## src/rtl/reg_file_sb_pkg.sv

```systemverilog
// Shared types and default sizing for the reg_file_sb register file slice.
package reg_file_sb_pkg;

  typedef enum logic {
    IDLE = 1'b0,
    CLR  = 1'b1
  } clr_state_t;

  localparam int DEF_WIDTH  = 16;
  localparam int DEF_NREGS  = 8;
  localparam int DEF_PEND_W = 2;

endpackage

```

## src/rtl/reg_w.sv

```systemverilog
// Generic WIDTH-bit load-enabled register with asynchronous active-high reset.
module reg_w #(
  parameter int WIDTH = 16
) (
  input  logic             Clk,
  input  logic             Reset,
  input  logic             Load,
  input  logic [WIDTH-1:0] D,
  output logic [WIDTH-1:0] Data_Out
);

  always_ff @(posedge Clk or posedge Reset) begin
    if (Reset)
      Data_Out <= '0;
    else if (Load)
      Data_Out <= D;
  end

endmodule

```

## src/rtl/reg_file_sb.sv

```systemverilog
// NREGS x WIDTH register file with 2R/1W ports, optional write bypass,
// per-register pending-write scoreboard and a sequenced clear engine.
module reg_file_sb
  import reg_file_sb_pkg::*;
#(
  parameter  int WIDTH  = DEF_WIDTH,
  parameter  int NREGS  = DEF_NREGS,
  parameter  int PEND_W = DEF_PEND_W,
  parameter  bit BYPASS = 1'b1,
  localparam int AW     = $clog2(NREGS)
) (
  input  logic             Clk,
  input  logic             Reset,
  input  logic [WIDTH-1:0] D,
  input  logic [AW-1:0]    DR,
  input  logic             LD_REG,
  input  logic [AW-1:0]    SR1,
  input  logic [AW-1:0]    SR2,
  output logic [WIDTH-1:0] SR1_OUT,
  output logic [WIDTH-1:0] SR2_OUT,
  input  logic             ISSUE,
  input  logic [AW-1:0]    ISSUE_DR,
  output logic             ISSUE_STALL,
  output logic             SR1_BUSY,
  output logic             SR2_BUSY,
  input  logic             CLEAR,
  output logic             CLR_BUSY
);

  clr_state_t        state, state_nxt;
  logic [AW-1:0]     idx;
  logic              idle;
  logic [NREGS-1:0]  we;
  logic [WIDTH-1:0]  wdata;
  logic [WIDTH-1:0]  rdata [NREGS];
  logic [PEND_W-1:0] pend  [NREGS];
  logic [NREGS-1:0]  inc_v, dec_v;
  logic              fwd1, fwd2;

  // Clear FSM: state register
  always_ff @(posedge Clk or posedge Reset) begin
    if (Reset) begin
      state <= IDLE;
      idx   <= '0;
    end else begin
      state <= state_nxt;
      idx   <= (state == IDLE) ? '0 : idx + 1'b1;
    end
  end

  // Clear FSM: next state
  always_comb begin
    state_nxt = state;
    case (state)
      IDLE:    if (CLEAR) state_nxt = CLR;
      CLR:     if (idx == AW'(NREGS - 1)) state_nxt = IDLE;
      default: state_nxt = IDLE;
    endcase
  end

  // Clear FSM: outputs
  always_comb begin
    idle     = (state == IDLE);
    CLR_BUSY = (state == CLR);
  end

  // The clear engine reuses the normal write path, steering zero into reg[idx].
  always_comb begin
    wdata = idle ? D : '0;
    we    = '0;
    inc_v = '0;
    dec_v = '0;
    for (int unsigned i = 0; i < NREGS; i++) begin
      we[i]    = idle ? (LD_REG && (DR == AW'(i))) : (idx == AW'(i));
      inc_v[i] = idle && ISSUE && !ISSUE_STALL && (ISSUE_DR == AW'(i));
      dec_v[i] = idle && LD_REG && (DR == AW'(i));
    end
  end

  for (genvar gi = 0; gi < NREGS; gi++) begin : g_regs
    reg_w #(.WIDTH(WIDTH)) u_reg (
      .Clk      (Clk),
      .Reset    (Reset),
      .Load     (we[gi]),
      .D        (wdata),
      .Data_Out (rdata[gi])
    );
  end

  always_ff @(posedge Clk or posedge Reset) begin
    if (Reset) begin
      for (int unsigned i = 0; i < NREGS; i++)
        pend[i] <= '0;
    end else begin
      for (int unsigned i = 0; i < NREGS; i++) begin
        if (!idle && (idx == AW'(i)))
          pend[i] <= '0;
        else if (inc_v[i] && !dec_v[i])
          pend[i] <= pend[i] + 1'b1;
        else if (dec_v[i] && !inc_v[i] && (pend[i] != '0))
          pend[i] <= pend[i] - 1'b1;
      end
    end
  end

  // Early busy release is tied to forwarding, which only happens while idle.
  always_comb begin
    ISSUE_STALL = idle && ISSUE && (pend[ISSUE_DR] == '1);
    fwd1        = BYPASS && idle && LD_REG && (DR == SR1);
    fwd2        = BYPASS && idle && LD_REG && (DR == SR2);
    SR1_OUT     = fwd1 ? D : rdata[SR1];
    SR2_OUT     = fwd2 ? D : rdata[SR2];
    SR1_BUSY    = (pend[SR1] != '0) && !(fwd1 && (pend[SR1] == PEND_W'(1)));
    SR2_BUSY    = (pend[SR2] != '0) && !(fwd2 && (pend[SR2] == PEND_W'(1)));
  end

endmodule

```

## config.mk

```make
export PLATFORM = sky130hd
export DESIGN_NAME = reg_file_sb
export DESIGN_NICKNAME = d
export VERILOG_FILES = /design/src/rtl/reg_file_sb_pkg.sv /design/src/rtl/reg_w.sv /design/src/rtl/reg_file_sb.sv
export SDC_FILE = /design/constraint.sdc
export NUM_CORES = 1
export LEC_CHECK = 0
export CORE_ASPECT_RATIO = 0.9
export CORE_UTILIZATION = 40
export DETAILED_ROUTE_END_ITERATION = 7
export GPL_TIMING_DRIVEN = 0
export PLACE_DENSITY_LB_ADDON = 0.3
export SETUP_SLACK_MARGIN = 0.4
export SYNTH_ARGS = -nofsm -noshare
export SYNTH_HDL_FRONTEND = slang
export SYNTH_SLANG_ARGS = --single-unit
```

## constraint.sdc

```tcl
create_clock -name Clk -period 6.5 [get_ports Clk]
set_input_delay 1.625 -clock Clk [delete_from_list [all_inputs] [get_ports Clk]]
set_output_delay 1.625 -clock Clk [all_outputs]
set_load 0.1 [all_outputs]
```

Yosys cells after proc, flatten, opt, wreduce, memory -nomap -nowiden
Cells that the tools add are included.
{ "classes": {"addsub": 17, "n_lt_le_gt_ge": 3, "eq_ne": 26, "n_mux": 54, "n_bitwise": 4, "reduce_logical": 106} }
{ "ops": {"columns": ["op", "count"], "rows": [
  ["$mux W16", 7],
  ["$bmux W16 S3", 2],
  ["$logic_and A1 B1 Y1", 66],
  ["$mux W2", 30],
  ["$eq A3 B3 Y1 const B", 12],
  ["$reduce_bool A3 Y1", 8],
  ["$reduce_bool A2 Y1", 10],
  ["$logic_not A1 Y1", 19],
  ["$bmux W2 S3", 3],
  ["$eq A3 B2 Y1 const B", 6],
  ["$add A2 B1 Y2 const B", 8],
  ["$sub A2 B1 Y2 const B", 8],
  ["$ge A4 B4 Y1 const B", 3],
  ["$not A3 Y4", 3],
  ["$mux W1", 10],
  ["$eq A3 B1 Y1 const B", 3],
  ["$logic_not A3 Y1", 3],
  ["$eq A3 B3 Y1", 2],
  ["$eq A2 B1 Y1 const B", 2],
  ["$add A3 B1 Y3 const B", 1],
  ["$mux W3", 1],
  ["$eq A2 B2 Y1 const B", 1],
  ["$pmux W1 S2", 1],
  ["$not A1 Y1", 1]
]} }
{ "word_totals": {"regBits": 148, "out_inout_bits": 36, "elab_cells": 228} }

Depth between registers and ports, before layout
Gate-level depths: netlist of the first run.
{ "logic_depth": {"word_depth": 15, "mapped_depth": 7, "mapped_depth_nobuf": 6} }

Hierarchy
Synthesis of the first run repeated with hierarchy kept, for this count alone.
{ "hier_totals": {"hier_cells": 681, "hier_area_um2": 9278.9} }
{ "modules_own_cells": {"columns": ["mod", "instances", "cells_per_inst", "area_each_um2"], "rows": [
  ["reg_w", 8, 35, 653.1],
  ["reg_file_sb", 1, 401, 4053.9]
]} }

Least setup slack after synthesis of the first run
OpenSTA, ideal clock, no wires.
{ "synth_timing": {"path_type": "input -> output", "startpoint": "input port SR1[0]", "endpoint": "output port SR1_BUSY", "t_arrival_ns": 4.835, "required_time_ns": 4.875, "slack_ns": 0.040, "path_stages": 5, "n_path_buf": 2, "path_cell_list": "buf_2 buf_2 mux4_2 a21o_1 a21boi_0"} }
{ "synth_between": {"elab_chain_cells": 8, "elab_cells_between_ends": 11, "classes_between": "eq/ne (2); mux (3); bitwise (1); reduce/logical (5)"} }
{ "synth_lines": {"columns": ["element", "line", "rtl"], "rows": [
  ["start: declaration", "reg_file_sb.sv:17", "input logic [AW-1:0] SR1,"],
  ["$not A3 Y4 (implied by the code)", "reg_file_sb.sv:113", "SR1_BUSY = (pend[SR1] != '0) && !(fwd1 && (pend[SR1] == PEND_W'(1)));"],
  ["$bmux W2 S3", "reg_file_sb.sv:113", null],
  ["$mux W2 (implied by the code) (2 in series)", "reg_file_sb.sv:113", null],
  ["$eq A2 B1 Y1", "reg_file_sb.sv:113", null],
  ["$logic_and A1 B1 Y1", "reg_file_sb.sv:113", null],
  ["$logic_not A1 Y1", "reg_file_sb.sv:113", null],
  ["$logic_and A1 B1 Y1 (*)", "reg_file_sb.sv:113", null],
  ["end: declaration", "reg_file_sb.sv:24", "output logic SR1_BUSY,"]
]} }
Every way passes the cells marked *; elsewhere a longest branch is shown, timed or not. The select of a mux whose other input is x is not followed.

Final worst setup path of the first run
{ "layout_timing": {"startpoint": "input port DR[2]", "endpoint": "output port SR1_OUT[14]"} }
{ "layout_between": {"elab_chain_cells": 3} }
{ "layout_lines": {"columns": ["element", "line", "rtl"], "rows": [
  ["start: declaration", "reg_file_sb.sv:15", "input logic [AW-1:0] DR,"],
  ["$eq A3 B3 Y1", "reg_file_sb.sv:109", "fwd1 = BYPASS && idle && LD_REG && (DR == SR1);"],
  ["$logic_and A1 B1 Y1", "reg_file_sb.sv:109", null],
  ["$mux W16", "reg_file_sb.sv:111", "SR1_OUT = fwd1 ? D : rdata[SR1];"],
  ["end: declaration", "reg_file_sb.sv:19", "output logic [WIDTH-1:0] SR1_OUT,"]
]} }
No other way between the ends.

==> metrics.yaml, run 1 <==
critical_path:
  slowest_stage: "clkdlybuf4s50_1"
  required_ns: 4.88
  endpoint_kind: "primary output"
  crit_fanout: 10
  arrival_ns: 4.32
  path_class: "primary input to primary output"
  startpoint_type: "primary input"
  crit_path_max_incr_delay_ns: 0.61
  crit_path_cell_trace: "clkdlybuf4s50_1 -> xor2_1 -> nor4_4 -> clkbuf_2 -> nand2_1 -> o21ai_1 -> clkdlybuf4s15_2"
clocking:
  postCtsSetupBuffers: 0
  clk_pin_slew_worst_paths_ns: 0.06
  clockBufferDepth: 2
  htree_levels: 4
  holdBufCountCts: 0
  cts_num_sinks: 148
  cts-root-buf: "clkbuf_16"
  clk_latency_ns: 0.44
  cts_buffers: 17
  cts_tree: "yes"
routing:
  wl_um: 27200
  wl_per_cell_um: 22.4
  drt_pre_antenna_iters: 5
  drc: 0
  ant_nets: 0
  drt_iter0_markers: 786
  vias: 7256
  viasPerCell: 5.97
sta:
  fmax_mhz: 168
  tightest_slew_ns: 1.03
  final.min_clock_period_ns: 5.94
  rsz0062_at_grt: "false"
  setup_viol: 0
  fin_crit_sh: 0.914
  hold_violations: 0
  hold_ws_ns: 0.496
  fin_worst_skew_ns: 0.0125
  max-slew-margin-rel: 0.311
  postLayoutSetupSlackWorst_ns: 0.559
  maxSlewViolCount: 0
floorplanning:
  core_area_um2: 21100
  die_w_um: 158
  dieArea_um2: 22400
  placementRows: 50
  start_util: 0.413
  ios: 69
  fp.dieH_um: 142
yosys:
  yosys_warnings: 0
  synth_fp_nets: 875
  ys_seq_area_frac: 0.425
  ys_types: 42
  synth_top_area_frac: 0.425
  ys_ff_latch: 148
  yosysTopAreaCell: "dfrtp_1"
  synth_area_um2: 8710
  avgSynthCellArea_um2: 10.4
  synth_area_leaders: "dfrtp_1, mux4_2, o21ai_0, nand2_1, mux2i_1"
  synth_cells: 836
global_route:
  grt_antenna_before_repair: 0
  grt_pass1_vias: 6927
  grt_overflow: 0
  grt_max_degree: 87
  grt_util_all_layers: 0.258
  grt_pass1_wl_um: 42000
final_layout:
  synthToLayoutAreaGrowth_pct: 19.0
  drive_gt1_frac: 0.172
  antenna_cells: 0
  fin_nets: 957
placed_design:
  pre_cts_ws_ns: -0.340
  port_buffers: 62
  gp_congestion: 0.865
  dp_hpwl_um: 18600
pwr:
  power_density_nw_per_um2: 430
  ir_worst_vdd_mv: 0.251
  power.total_mw: 4.45
  p_leak_nw: 4.22
hold_path:
  min_path_type: "flop to flop"
outcome:
  status: "complete, no violations"
flow_run:
  cap_violations: 0
==> cell usage after synthesis <==
master	n
mux2_2	1
nor4_2	2
a22oi_1	4
or3b_1	1
buf_1	5
nor3b_1	2
a211oi_1	10
and2_1	9
mux4_2	73
o21a_1	5
buf_6	1
buf_2	15
o21ai_1	4
nand3_1	4
nand2b_1	26
and3_1	6
and3b_1	3
a21boi_0	3
o21ai_0	152
a211o_1	4
o311a_1	5
a31o_2	1
nor2_1	13
inv_1	24
o2bb2ai_1	4
a2111oi_2	1
xnor2_1	1
o211a_1	2
dfrtp_1	148
a21oi_1	7
a2111oi_0	2
nand3b_1	1
xor2_1	6
clkbuf_1	41
a2111oi_1	2
mux2i_1	54
a21boi_1	1
nor2b_1	4
ha_1	6
nand2_1	178
nor3_1	3
a21o_1	2
==> power by group <==
group          internal [mW]  switching [mW]
clock                  0.609           0.395
combinational          0.632            1.36
sequential              1.21           0.247
total                   2.45            2.00
==> per-layer routing <==
layer | global-route usage | vias up | share of wire
met5 | 0 | - | 0
met4 | 0.0700 | 0 | 0.020
met3 | 0.0664 | 44 | 0.092
met2 | 0.381 | 356 | 0.45
met1 | 0.375 | 3672 | 0.43
li1 | - | 3184 | -
==> cell families (layout without fill, tap and decap cells) <==
logic type               count (synthesis)  after routing  synth area share
multiplexers                           128            128             0.252
buffers and inverters                   86            179            0.0401
AO/OA/AOI/OAI                          209            209             0.138
AND/OR/NAND/NOR                        252            252             0.128
XOR/XNOR                                 7              7           0.00704
adder cells (fa/ha/maj)                  6              6           0.00862
flip-flops                             148            148             0.425
==> worst max-delay path, delay by kind of cell <==
| kind | cells | cell delay [ns] |
|---|---|---|
| and+or+nand+nor | 2 | 0.68 |
| buffers and inverters | 3 | 1.67 |
| xor gates and xnor gates | 1 | 0.15 |
| AOI/OAI and AO/OA | 1 | 0.19 |
==> cell type report <==
type                       count  area [um^2]
clock buffer                  21          450
tap                          286          358
buffer                        62          265
timing repair buffer          63          684
clock inverter                 9          130
multi-input combinational    602         4670
fill                        1976        10700
inverter                      24         95.1
sequential                   148         3700
==> metrics by stage <==
step           cell area, um^2  utilization  setup TNS (ns)  instances
2_1_floorplan             8710            -               0        836
3_5_place_dp              9720        0.461           -7.92       1185
4_1_cts                  10300        0.490               0       1215
6_report                 10400        0.491               0       1215
5_1_grt                  10400        0.491               0       1215
3_3_place_gp              9680        0.459         -220.66       1184
==> flip-flops by register name (all words and copies together), names as in the netlist <==
signal and flops:
pend 16, idx 3, CLR_BUSY 1, g_regs.u_reg.Data_Out 128
==> cells in the final DEF, fill, tap and decap left out, drive strengths merged, types with 2 or more instances in the layout <==
cell	n
nand3	4
nor2b	4
and3b	3
mux4	73
buf	22
mux2i	54
a211o	4
a2111oi	5
nor3b	2
o2bb2ai	4
a21boi	4
a22oi	4
bufinv	3
and2	9
xor2	6
a211oi	10
o21a	5
dlygate4sd2	3
inv	25
and3	6
ha	6
dfrtp	148
nand2b	26
o21ai	156
nor3	3
nand2	178
clkdlybuf4s15	32
clkdlybuf4s50	27
a21oi	7
clkbuf	62
clkinv	4
o311a	5
a21o	2
o211a	2
nor2	13
nor4	2
==> path summary, 6_finish.rpt <==
check	slack (ns)	cells past startpoint	startpoint	to
worst min-delay path	0.50	2	g_regs[5].u_reg.Data_Out[3]	g_regs[5].u_reg.Data_Out[3]
min in group asynchronous	1.66	2	Reset	pend[14]
max in group asynchronous	3.95	3	Reset	g_regs[5].u_reg.Data_Out[2]
worst max-delay path	0.56	7	DR[2]	SR1_OUT[14]
worst min register to register	0.50	2	g_regs[5].u_reg.Data_Out[3]	g_regs[5].u_reg.Data_Out[3]
worst max register to register	4.04	7	CLR_BUSY	g_regs[2].u_reg.Data_Out[9]
==> repair_timing <==
action                                  in CTS  in global routing
pin swaps                                    0                  0
resized for setup                          104                  2
cloned                                       0                  0
hold endpoints to repair                     0                  0
endpoints found under the setup margin      35                 33
Power figures use the tool's default switching activity.
==> run 2: changes to the inputs <==
--- a/config.mk
+++ b/config.mk
@@ -13,4 +13,5 @@
 export SETUP_SLACK_MARGIN = 0.4
 export SYNTH_ARGS = -nofsm -noshare
 export SYNTH_HDL_FRONTEND = slang
+export SYNTH_HIERARCHICAL = 1
 export SYNTH_SLANG_ARGS = --single-unit
==> constraint.sdc (replaced) <==
create_clock -name Clk -period 5.6 [get_ports Clk]
set_input_delay 1.4 -clock Clk [delete_from_list [all_inputs] [get_ports Clk]]
set_output_delay 1.4 -clock Clk [all_outputs]
set_load 0.1 [all_outputs]
==> run 2 against run 1 <==
- clock skew is 0.0062 ns lower
- global-route usage is 2.2 points lower
- sequential power is 20% higher
- die area is 6.5% higher
- via count is 13% lower
- design area is 4.3% higher
- largest cell class unchanged
- largest power group unchanged
==> metrics.yaml, run 2 <==
global_route:
  grt_overflow: 0  # unchanged
  grt_pass1_vias: 6601  # -4.7%
  grt_max_degree: 21  # -76%
  grt_antenna_before_repair: 0  # unchanged
  grt_util_all_layers: 0.236  # -0.0223
  grt_pass1_wl_um: 41000  # -2.3%
floorplanning:
  die_w_um: 163  # +3.2%
  ios: 69  # unchanged
  placementRows: 52  # +4.0%
  start_util: 0.410  # -0.00312
  dieArea_um2: 23800  # +6.5%
  core_area_um2: 22600  # +7.4%
  fp.dieH_um: 146  # +3.2%
sta:
  hold_violations: 0  # unchanged
  rsz0062_at_grt: "true"
  setup_viol: 0  # unchanged
  maxSlewViolCount: 0  # unchanged
  max-slew-margin-rel: 0.321  # +0.0105
  tightest_slew_ns: 1.02  # -0.0157 ns
  fin_crit_sh: 0.923
  final.min_clock_period_ns: 5.17
  fmax_mhz: 193
  fin_worst_skew_ns: 0.00622  # -0.00624 ns
critical_path:
  r2r-end: "g_regs[7].u_reg/Data_Out[14]"
  crit_path_max_incr_delay_ns: 0.53  # -0.08 ns
  startpoint_type: "primary input"
  arrival_ns: 3.77  # -0.55 ns
  crit_path_start: "LD_REG"
  reg2reg_from: "CLR_BUSY"
  endpoint: "SR2_OUT[15]"
  slowest_stage: "clkdlybuf4s50_1"
  crit_path_cell_trace: "clkdlybuf4s50_1 -> nand2b_1 -> nor4_4 -> buf_2 -> nand2_1 -> o21ai_1 -> buf_2"
  endpoint_kind: "primary output"
  ff2ff_path_depth: 6  # -1
  r2r_setup_slack_ns: 3.21  # -0.83 ns
  required_ns: 4.20  # -0.68 ns
  crit_top_cell: "buf_2"
  path_class: "primary input to primary output"
  crit_fanout: 10  # unchanged
pwr:
  ir_worst_vdd_mv: 0.276  # +9.8%
  power_density_nw_per_um2: 523  # +22%
  power.total_mw: 5.65  # +27%
  p_leak_nw: 4.82  # +14%
clocking:
  htree_levels: 4  # unchanged
  cts_num_sinks: 148  # unchanged
  clk_latency_ns: 0.42  # -0.02 ns
  cts-root-buf: "clkbuf_16"
  cts_buffers: 17  # unchanged
  clk_pin_slew_worst_paths_ns: 0.06  # about the same
  postCtsSetupBuffers: 0  # unchanged
  clockBufferDepth: 2  # unchanged
  cts_tree: "yes"
routing:
  wl_per_cell_um: 24.7  # +10%
  drt_pre_antenna_iters: 5  # unchanged
  ant_nets: 0  # unchanged
  drt_iter0_markers: 635  # -19%
  wl_um: 26400  # -2.8%
  viasPerCell: 5.88  # -1.5%
  drc: 0  # unchanged
  vias: 6293  # -13%
yosys:
  synth_fp_nets: 720  # -18%
  synth_most_common_cell: "dfrtp_1"
  synth-async-reset-ratio: 1.00  # unchanged
  synth_top_area_frac: 0.399  # -0.0263
  ys_seq_area_frac: 0.399  # -0.0263
  ys_ff_latch: 148  # unchanged
  synthTopCellsByCount: "dfrtp_1, mux2_4, mux4_2"
  synth_cells: 681  # -19%
  avgSynthCellArea_um2: 13.6  # +31%
  ys.flop_type: "dfrtp_1"
  yosysTopAreaCell: "dfrtp_1"
  ys_types: 46  # +9.5%
  yosys_warnings: 6  # +6
  synth_area_um2: 9280  # +6.6%
  synth_edf_count: 0  # unchanged
  synth_area_leaders: "dfrtp_1, mux4_2, mux2_4, mux2_2, mux2i_1"
placed_design:
  port_buffers: 60  # -3.2%
  placed_cell_area_um2: 10300  # +5.5%
  dp_hpwl_um: 17400  # -6.2%
  gp_congestion: 0.806  # -6.8%
final_layout:
  fillers: 2006  # +1.5%
  final_area_um2: 10800  # +4.3%
  layout_commonest_cell: "dfrtp_1"
  fin_nets: 799  # -17%
  synthToLayoutAreaGrowth_pct: 16.4
  antenna_cells: 0  # unchanged
  largest_reg_flops: 128  # unchanged
  regMostFlops: "g_regs.u_reg/Data_Out"
  final_cell_mix: "dfrtp_1, mux2_4, mux4_2"
  reg_top3: "g_regs.u_reg/Data_Out x128, pend x16, idx x3"
  drive_gt1_frac: 0.397  # +0.225
hold_path:
  min_path_type: "flop to flop"
outcome:
  status: "complete, no violations"
flow_run:
  cap_violations: 0  # unchanged
==> run 2: cell count changes after synthesis, sizes merged, moves of 8 or more <==
| cell | previous run | this run |
|---|---|---|
| buf | 21 | 30 |
| clkbuf | 41 | 20 |
| inv | 24 | 15 |
| mux2 | 1 | 129 |
| mux2i | 54 | 34 |
| nand2 | 178 | 63 |
| nand2b | 26 | 9 |
| nor2 | 13 | 5 |
| nor2b | 4 | 22 |
| o21ai | 156 | 48 |
==> run 2: cell type report <==
| class | count | area (um^2) | area share |
|---|---|---|---|
| inverter | 15 | 56.3 | 0.00521 |
| buffer | 50 | 410 | 0.0380 |
| sequential | 148 | 3700 | 0.343 |
| tap | 297 | 372 | 0.0344 |
| multi-input combinational | 468 | 5140 | 0.476 |
| timing repair buffer | 60 | 514 | 0.0476 |
| clock buffer | 18 | 439 | 0.0407 |
| clock inverter | 14 | 166 | 0.0154 |
==> run 2: kinds of logic after synthesis <==
group / Yosys count / share of synthesized area
xor+xnor: 9 / 0.00850
simple gates: 128 / 0.0709
mux: 236 / 0.403
buf+inv: 65 / 0.0492
flops: 148 / 0.399
fa+ha+maj: 6 / 0.00809
compound gates: 89 / 0.0614
==> run 2: stage by stage <==
step | instances | hold WS (ns) | TNS (ns) | util | worst slack (ns)
global placement | 1038 | 0.478 | -16.92 | 0.453 | -0.636
floorplan | 681 | 0.457 | 0 | - | 0.416
detailed placement | 1038 | 0.493 | -17.78 | 0.453 | -0.655
CTS | 1070 | 0.503 | 0 | 0.479 | 0.319
global route | 1070 | 0.527 | 0 | 0.477 | 0.328
finish | 1070 | 0.494 | 0 | 0.477 | 0.430
==> run 2: worst min-delay path by stage <==
| stage | startpoint | endpoint | cells after the start |
|---|---|---|---|
| CTS | idx[0] | idx[0] | 1 |
| detailed placement | idx[0] | idx[0] | 1 |
| global route | idx[0] | idx[0] | 1 |
| floorplan | idx[0] | idx[0] | 1 |
| global placement | idx[0] | idx[0] | 1 |
| finish | idx[0] | idx[0] | 1 |
==> run 2: timing repair <==
action,in CTS,in global routing
hold buffers,0,0
gates resized for setup,141,67
endpoints found under the hold margin,0,0
setup endpoints to repair,35,32
==> run 2: layer usage <==
layer  wire, um  global-route usage
met5          0                   0
met1      11900               0.330
met4        502              0.0804
met2      12600               0.369
met3       1360              0.0398
==> run 2: critical path: cells and delay by family <==
kind | cells | cell delay (ns)
AO/OA/AOI/OAI | 1 | 0.14
buffers and inverters | 3 | 1.42
AND/OR/NAND/NOR | 3 | 0.80
==> run 2: power breakdown <==
part | switching (mW) | leakage (nW) | internal (mW)
Combinational | 1.56 | 2.52 | 1.16
Sequential | 0.321 | 2.01 | 1.43
Clock | 0.504 | 0.288 | 0.682
